==> config.mk <==
export PLATFORM = sky130hd
export DESIGN_NAME = toggle_cover_collector
export DESIGN_NICKNAME = d
export VERILOG_FILES = /design/src/rtl/toggle_cover_collector.sv
export SDC_FILE = /design/constraint.sdc
export NUM_CORES = 1
export LEC_CHECK = 0
export CORE_MARGIN = 1.5
export CORE_UTILIZATION = 52
export DETAILED_ROUTE_END_ITERATION = 10
export GPL_TIMING_DRIVEN = 0
export HOLD_SLACK_MARGIN = 0.12
export PLACE_DENSITY_LB_ADDON = 0.25
export SYNTH_ARGS = -nofsm -noshare
export SYNTH_HDL_FRONTEND = slang
export SYNTH_SLANG_ARGS = --single-unit
==> constraint.sdc <==
create_clock -name clock -period 5.15 [get_ports clock]
set_input_delay 1.03 -clock clock [delete_from_list [all_inputs] [get_ports clock]]
set_output_delay 1.03 -clock clock [all_outputs]
set_load 0.01 [all_outputs]
==> src/rtl/toggle_cover_collector.sv <==
// Toggle coverage collector: sticky rise/fall hit bitmaps per sampled bit,
// with each newly covered point drained once over a valid/ready channel.
module toggle_cover_collector #(
  parameter int WIDTH       = 5,
  parameter int COVER_INDEX = 0,
  parameter int COVER_TOTAL = 28338,
  parameter int IDX_W       = 32
) (
  input  logic                           clock,
  input  logic                           reset,
  input  logic                           enable,
  input  logic [WIDTH-1:0]               sample,
  output logic                           report_valid,
  input  logic                           report_ready,
  output logic [IDX_W-1:0]               report_index,
  output logic                           report_fall,
  input  logic                           clear_req,
  output logic                           clear_done,
  output logic [$clog2(2*WIDTH+1)-1:0]   covered_count,
  output logic                           all_covered
);

  localparam int unsigned N  = 2 * WIDTH;
  localparam int          PW = $clog2(N);
  localparam int          CW = $clog2(2*WIDTH+1);

  if (WIDTH < 1 || COVER_INDEX + 2*WIDTH > COVER_TOTAL) begin : g_param_check
    $error("toggle_cover_collector: bad WIDTH/COVER_INDEX/COVER_TOTAL");
  end

  typedef enum logic [1:0] {IDLE, REPORT, CLEAR} state_t;
  state_t state, state_nx;

  logic [WIDTH-1:0] prev;
  logic             primed;
  logic [N-1:0]     hit, pending;
  logic             clr_pend;
  logic [PW-1:0]    cur_pt, pick;
  logic             found;
  logic [N-1:0]     edges, hit_nx, pend_set, ack_mask, cand;
  logic             load, ack, do_clear;
  logic [CW-1:0]    count_nx;

  // Bits [WIDTH-1:0] are rise points, [2*WIDTH-1:WIDTH] are fall points.
  always_comb begin
    edges = '0;
    if (enable && primed && state != CLEAR)
      edges = {prev & ~sample, ~prev & sample};
    hit_nx   = do_clear ? '0 : (hit | edges);
    pend_set = edges & ~hit;
  end

  always_comb begin
    ack_mask = '0;
    for (int unsigned i = 0; i < N; i++)
      ack_mask[i] = (cur_pt == PW'(i));
  end

  always_comb begin
    state_nx = state;
    load     = 1'b0;
    ack      = 1'b0;
    do_clear = 1'b0;
    case (state)
      IDLE: begin
        if (clr_pend) state_nx = CLEAR;
        else if (pending != '0) begin
          state_nx = REPORT;
          load     = 1'b1;
        end
      end
      REPORT: begin
        if (report_ready) begin
          ack = 1'b1;
          if (clr_pend) state_nx = CLEAR;
          else if ((pending & ~ack_mask) != '0) begin
            state_nx = REPORT;
            load     = 1'b1;
          end else state_nx = IDLE;
        end
      end
      CLEAR: begin
        do_clear = 1'b1;
        state_nx = IDLE;
      end
      default: state_nx = IDLE;
    endcase
  end

  // Candidates exclude the point being acknowledged so back-to-back reports skip it.
  always_comb begin
    cand  = ack ? (pending & ~ack_mask) : pending;
    pick  = '0;
    found = 1'b0;
    for (int unsigned i = 0; i < N; i++) begin
      if (!found && cand[i]) begin
        pick  = PW'(i);
        found = 1'b1;
      end
    end
  end

  always_comb begin
    count_nx = '0;
    for (int unsigned i = 0; i < N; i++)
      count_nx = count_nx + CW'(hit_nx[i]);
  end

  assign report_valid = (state == REPORT);

  always_ff @(posedge clock or negedge reset) begin
    if (!reset) begin
      state         <= IDLE;
      prev          <= '0;
      primed        <= 1'b0;
      hit           <= '0;
      pending       <= '0;
      clr_pend      <= 1'b0;
      cur_pt        <= '0;
      report_index  <= '0;
      report_fall   <= 1'b0;
      clear_done    <= 1'b0;
      covered_count <= '0;
      all_covered   <= 1'b0;
    end else begin
      state      <= state_nx;
      primed     <= do_clear ? 1'b0 : enable;
      if (enable) prev <= sample;
      hit        <= hit_nx;
      pending    <= do_clear ? '0 : (cand | pend_set);
      clr_pend   <= do_clear ? 1'b0 : (clr_pend | clear_req);
      clear_done <= do_clear;
      if (load) begin
        cur_pt       <= pick;
        report_index <= IDX_W'(COVER_INDEX) + IDX_W'(pick);
        report_fall  <= int'(pick) >= WIDTH;
      end
      covered_count <= count_nx;
      all_covered   <= &hit_nx;
    end
  end

endmodule

# ---- Word level (Yosys, flattened, before mapping)
# Cells that the tools add are included.
dict set report totals {
  wordCells 111
  ff_bits 40
  out_inout_bits 40
  inputBits 10
}
dict set report classes {
  n_eq_ne 14
  bitwise_logic 11
  mux 39
  order_cmp 1
  reduce_logical 26
  n_addsub 9
}
# operator count
set ops {}
lappend ops {{$mux W10} 4}
lappend ops {{$mux W4} 8}
lappend ops {{$add A4 B1 Y4} 6}
lappend ops {{$mux W1} 21}
lappend ops {{$and A10 B10 Y10} 2}
lappend ops {{$not A10 Y10} 2}
lappend ops {{$or A10 B10 Y10} 2}
lappend ops {{$reduce_bool A10 Y1} 2}
lappend ops {{$eq A4 B3 Y1 const B} 4}
lappend ops {{$logic_and A1 B1 Y1} 11}
lappend ops {{$and A5 B5 Y5} 2}
lappend ops {{$not A5 Y5} 2}
lappend ops {{$reduce_and A10 Y1} 1}
lappend ops {{$logic_not A1 Y1} 9}
lappend ops {{$eq A4 B2 Y1 const B} 2}
lappend ops {{$eq A4 B4 Y1 const B} 2}
lappend ops {{$mux W2} 4}
lappend ops {{$add A3 B1 Y4} 1}
lappend ops {{$eq A4 B1 Y1 const B} 1}
lappend ops {{$ge A4 B3 Y1 const B} 1}
lappend ops {{$logic_not A4 Y1} 1}
lappend ops {{$pmux W2 S2} 1}
lappend ops {{$add A2 B1 Y3} 1}
lappend ops {{$ne A3 B3 Y1 const B} 1}
lappend ops {{other kinds (9)} 9}

# ---- Logic depth before layout (Yosys ltp)
# Gate-level depths: netlist of run 1.
dict set report depth {
  word_depth 33
  depth_mapped 14
  mapped_depth_nobuf 14
}

# ---- Least setup slack after synthesis of run 1
# No wires, ideal clock.
dict set report synth_timing {
  path_kind {input to register}
  start {input port enable}
  end {register covered_count[2]}
  path_slack_ns 0.819
  required_time_ns 5.026
  setup_ns 0.124
  n_path_buf 1
  path_stages 14
  t_arrival_ns 4.207
  path_cell_list {clkbuf_1 -> nand3_1 -> nor3b_1 -> nor2_1 -> nor2_1 -> inv_1 -> fa_1 -> fa_1 -> fa_1 -> inv_1 -> ha_1 -> inv_1 -> fa_1 -> xor2_1}
}
dict set report synth_between {
  elab_cells_between_ends 14
  classes_between {add/sub (9); mux (2); bitwise (1); reduce/logical (2)}
}
# item line_no
set synth_lines {}
lappend synth_lines {{from (decl)} 11} ;# input logic enable,
lappend synth_lines {{$logic_and A1 B1 Y1 (2 in a row)} 47} ;# if (enable && primed && state != CLEAR)
lappend synth_lines {{$mux W10} 47}
lappend synth_lines {{$or A10 B10 Y10} 49} ;# hit_nx = do_clear ? '0 : (hit | edges);
lappend synth_lines {{$mux W10} 49}
lappend synth_lines {{named net hit_nx[9]} 40} ;# logic [N-1:0] edges, hit_nx, pend_set, ack_mask, cand;
lappend synth_lines {{$add A4 B1 Y4} 106} ;# count_nx = count_nx + CW'(hit_nx[i]);
lappend synth_lines {{named net count_nx[2]} 42} ;# logic [CW-1:0] count_nx;
lappend synth_lines {{to (signal assigned)} 138} ;# covered_count <= count_nx;
lappend synth_lines {{to (decl)} 19} ;# output logic [$clog2(2*WIDTH+1)-1:0] covered_count,
# The timed path passes the listed nets, and every way through them passes these cells.
# A chain may end at the register's enable or synchronous reset.

# ---- Worst setup path in the final report of run 1
dict set report layout_timing {
  start {input port enable}
  end {register covered_count[2]}
}
dict set report layout_between {
  elab_cells_between_ends 14
  classes_between {add/sub (9); mux (2); bitwise (1); reduce/logical (2)}
}
# item line_no
set layout_lines {}
lappend layout_lines {{$logic_and A1 B1 Y1 (2 in a row)} 47}
lappend layout_lines {{$mux W10} 47}
lappend layout_lines {{$or A10 B10 Y10} 49}
lappend layout_lines {{$mux W10} 49}
lappend layout_lines {{named net hit_nx[7]} 40}
lappend layout_lines {{$add A4 B1 Y4 (3 in a row)} 106}
lappend layout_lines {{named net count_nx[2]} 42}
# The timed path passes the listed nets, and every way through them passes these cells.

==> impl_metrics.ini, run 1 <==
[worst_setup_path]
cp_num_buf_inv = 4
cp_data_arrival_time_ns = 4.82
critical_path_class = input pin to flip-flop
slowest_stage = fa_1
setup.worst_path.start = enable
reg2reg_from = state[1]$_DFFE_PN0P_
crit_top_cell = fa_1
cp_max_fo = 10
crit_family = adder cells
critPathMaxStageDelay_ns = 0.54
required_ns = 5.33
crit_path_end_kind = flip-flop
crit_path_start_kind = input pin
path_cells = clkbuf_1 > nand3_1 > nor3b_1 > nor2_1 > nor2_1 > inv_1 > fa_1 > fa_1 > fa_1 > inv_1 > ha_1 > inv_1 > fa_1 > xor2_1

[synthesis]
synthArstFlopShare_pct = 100
ys_ff_latch = 40
avgSynthCellArea_um2 = 9.42
synth-simple-area-share_pct = 21.5
synth_top_flop_cell = dfrtp_1
synth.yosys.warnings = 0
synth_edf_count = 0
syn_inst = 271
synth.area.mux_share_pct = 3.92
synth_compound_area_share_pct = 16.1
synth_top_family_by_area = simple AND/OR/NAND/NOR gates
ys_seq_area_share_pct = 39.2
synth-adder-area-share_pct = 6.17
synthXorXnorAreaFrac_pct = 0.343
synthesis.area_um2 = 2550
ys_types = 61

[clock_tree]
clock_path_buffers = 2
cts_setup_buffers = 0
numCtsBuffers = 5
hold_buffers = 0
clkSinkCount = 40
htreeDepth = 2
clock_latency_ns = 0.29
clkTransAtPathRegs_ns = 0.08
root_buffer = clkbuf_8
cts_tree = yes
ctsResizeCount = 0

[layout]
layout_common_cells = dfrtp_1 (40), nor2_1 (32), buf_4 (28), conb_1 (28), inv_1 (20)
nets = 344
postLayoutCellArea_um2 = 3040
antenna_cells = 0
seqCellArea_um2 = 1000
drive_gt1_share_pct = 18.4
fill_cells = 393
layout_commonest_cell = dfrtp_1
multi_input_area_um2 = 1330
area_growth_pct = 19.1

[route]
route.vias.total = 2039
first_iter_violations = 139
wirelength_um = 5540
firstDrtPassIters = 4
drc = 0
wl_per_cell_um = 14.1
routed_via_density = 5.19
ant_nets = 0

[hold_path]
worst_hold_path_type = flip-flop to flip-flop
hold_start = prev[3]$_DFFE_PN0P_

[timing]
clock.fmax_mhz = 216
setup_viol = 0
finalHoldViolCount = 0
tightest_slew_ns = 0.878
fin_crit_sh_pct = 90.0
slew_violations = 0
period_needed_ns = 4.63
slew_headroom_pct = 41.5
final.setup_skew_ns = 0.00604
rsz0062_at_grt = no
fin_setup_tns_ns = 0

[global_route]
grt_first_pass_wirelength_um = 8960
grt.overflow.total = 0
antenna_found_initial = 0
grt_max_degree = 41
grt_pass1_vias = 1876
grtUsageTotal_pct = 22.5

[floorplanning]
core-area_um2 = 4720
io_pins = 50
die_h_um = 73.1
start_util_pct = 54.1
design.die.area_um2 = 5340
num_rows = 25
die_w_um = 73.1

[place]
dp_hpwl_um = 4180
place.gp.congestion = 0.921
io_buffers = 20
dpl-instance-area_um2 = 2930

[run_status]
status = finished clean

[power]
p_leak_nw = 1.40
power_density_nw_per_um2 = 505
pwr-share-seq_pct = 31.9
switchingPower_w = 0.000637
swShare_pct = 41.5
power.share.clock_pct = 16.5
comb_power_share_pct = 51.5
ir_drop_mv = 0.319
p_int_w = 0.000898

[job]
cap_violations = 0
==> worst paths after layout <==
check                                        endpoint  slack, ns  depth (start not counted)
setup / recovery           covered_count[2]$_DFF_PN0_       0.52                         14
hold / removal                    prev[3]$_DFFE_PN0P_       0.53                          1
setup reg to reg           covered_count[2]$_DFF_PN0_       0.81                         14
hold reg to reg                   prev[3]$_DFFE_PN0P_       0.53                          1
max in group asynchronous            primed$_DFF_PN0_       3.75                          1
min in group asynchronous  covered_count[2]$_DFF_PN0_       0.85                          1
==> Yosys cell counts, drive strengths merged (3+ instances only) <==
library cell	count	area, um2
nor3	3	15.0
nor2	32	120
nand2	8	30.0
o41ai	3	33.8
o32a	3	30.0
nor3b	13	97.6
ha	3	37.5
mux2	8	90.1
inv	20	75.1
o21ai	16	83.8
and3b	3	26.3
buf	34	239
nand2b	11	68.8
dfrtp	40	1000
nor4	4	31.3
or2	4	25.0
fa	6	120
nor2b	3	18.8
a21oi	16	80.1
==> cells by family (layout without fill, tap and decap cells) <==
family                     after synthesis  in the layout
xor gates and xnor gates                 1              1
DFF                                     40             40
and+or+nand+nor                         95             95
buffers and inverters                   56             84
AOI/OAI and AO/OA                       60             60
other                                    1             28
adders and majority gates                9              9
muxes                                    9              9
==> power groups by stage <==
stage               clock network, W  logic, W  registers [W]
floorplan                          0  0.000556       0.000484
global placement                   0  0.000763       0.000493
detailed placement                 0  0.000786       0.000495
CTS                         0.000255  0.000790       0.000488
global route                0.000267  0.000876       0.000504
finish                      0.000254  0.000791       0.000490
==> flip-flops by register name, summed over array words and instances (netlist names) <==
name           cells
all_covered        1
pending           10
prev               5
hit               10
state              2
clear_done         1
clr_pend           1
covered_count      4
primed             1
report_fall        1
cur_pt             4
==> metal layers <==
| metal | wire [um] | track usage, % | vias up | part of all wire (%) |
|---|---|---|---|---|
| li1 | - | - | 996 | - |
| met4 | 83 | 7.13 | 0 | 1.5 |
| met5 | 0 | 0 | - | 0 |
| met3 | 220 | 4.01 | 9 | 4.0 |
| met2 | 2810 | 37.7 | 58 | 51 |
| met1 | 2420 | 29.6 | 976 | 44 |
==> per-stage QoR <==
stage                     total power (W)  instances  util (%)  hold WS, ns  worst slack, ns
after floorplan                   0.00104        298         -        0.492            0.819
final                             0.00154        393      64.4        0.534            0.517
after global placement            0.00126        385      62.2        0.510            0.254
after global routing              0.00165        393      64.4        0.554            0.249
after CTS                         0.00153        393      64.4        0.533            0.532
after detailed placement          0.00128        385      62.1        0.517            0.233
==> final cells by class <==
| class | count | share of cell area, % |
|---|---|---|
| Tap cell | 67 | 2.76 |
| Clock inverter | 2 | 1.15 |
| Timing Repair Buffer | 20 | 6.42 |
| Multi-Input combinational cell | 202 | 43.8 |
| Sequential cell | 40 | 32.9 |
| Clock buffer | 6 | 2.39 |
| Inverter | 21 | 2.59 |
| Buffer | 35 | 7.98 |
(Power assumes the default switching activity.)
==> run 2: changes to the inputs <==
GPL_ROUTABILITY_DRIVEN = 1   (was unset)
==> results of run 2 <==
Final layout, timing and power as in run 1 (identical DEF).
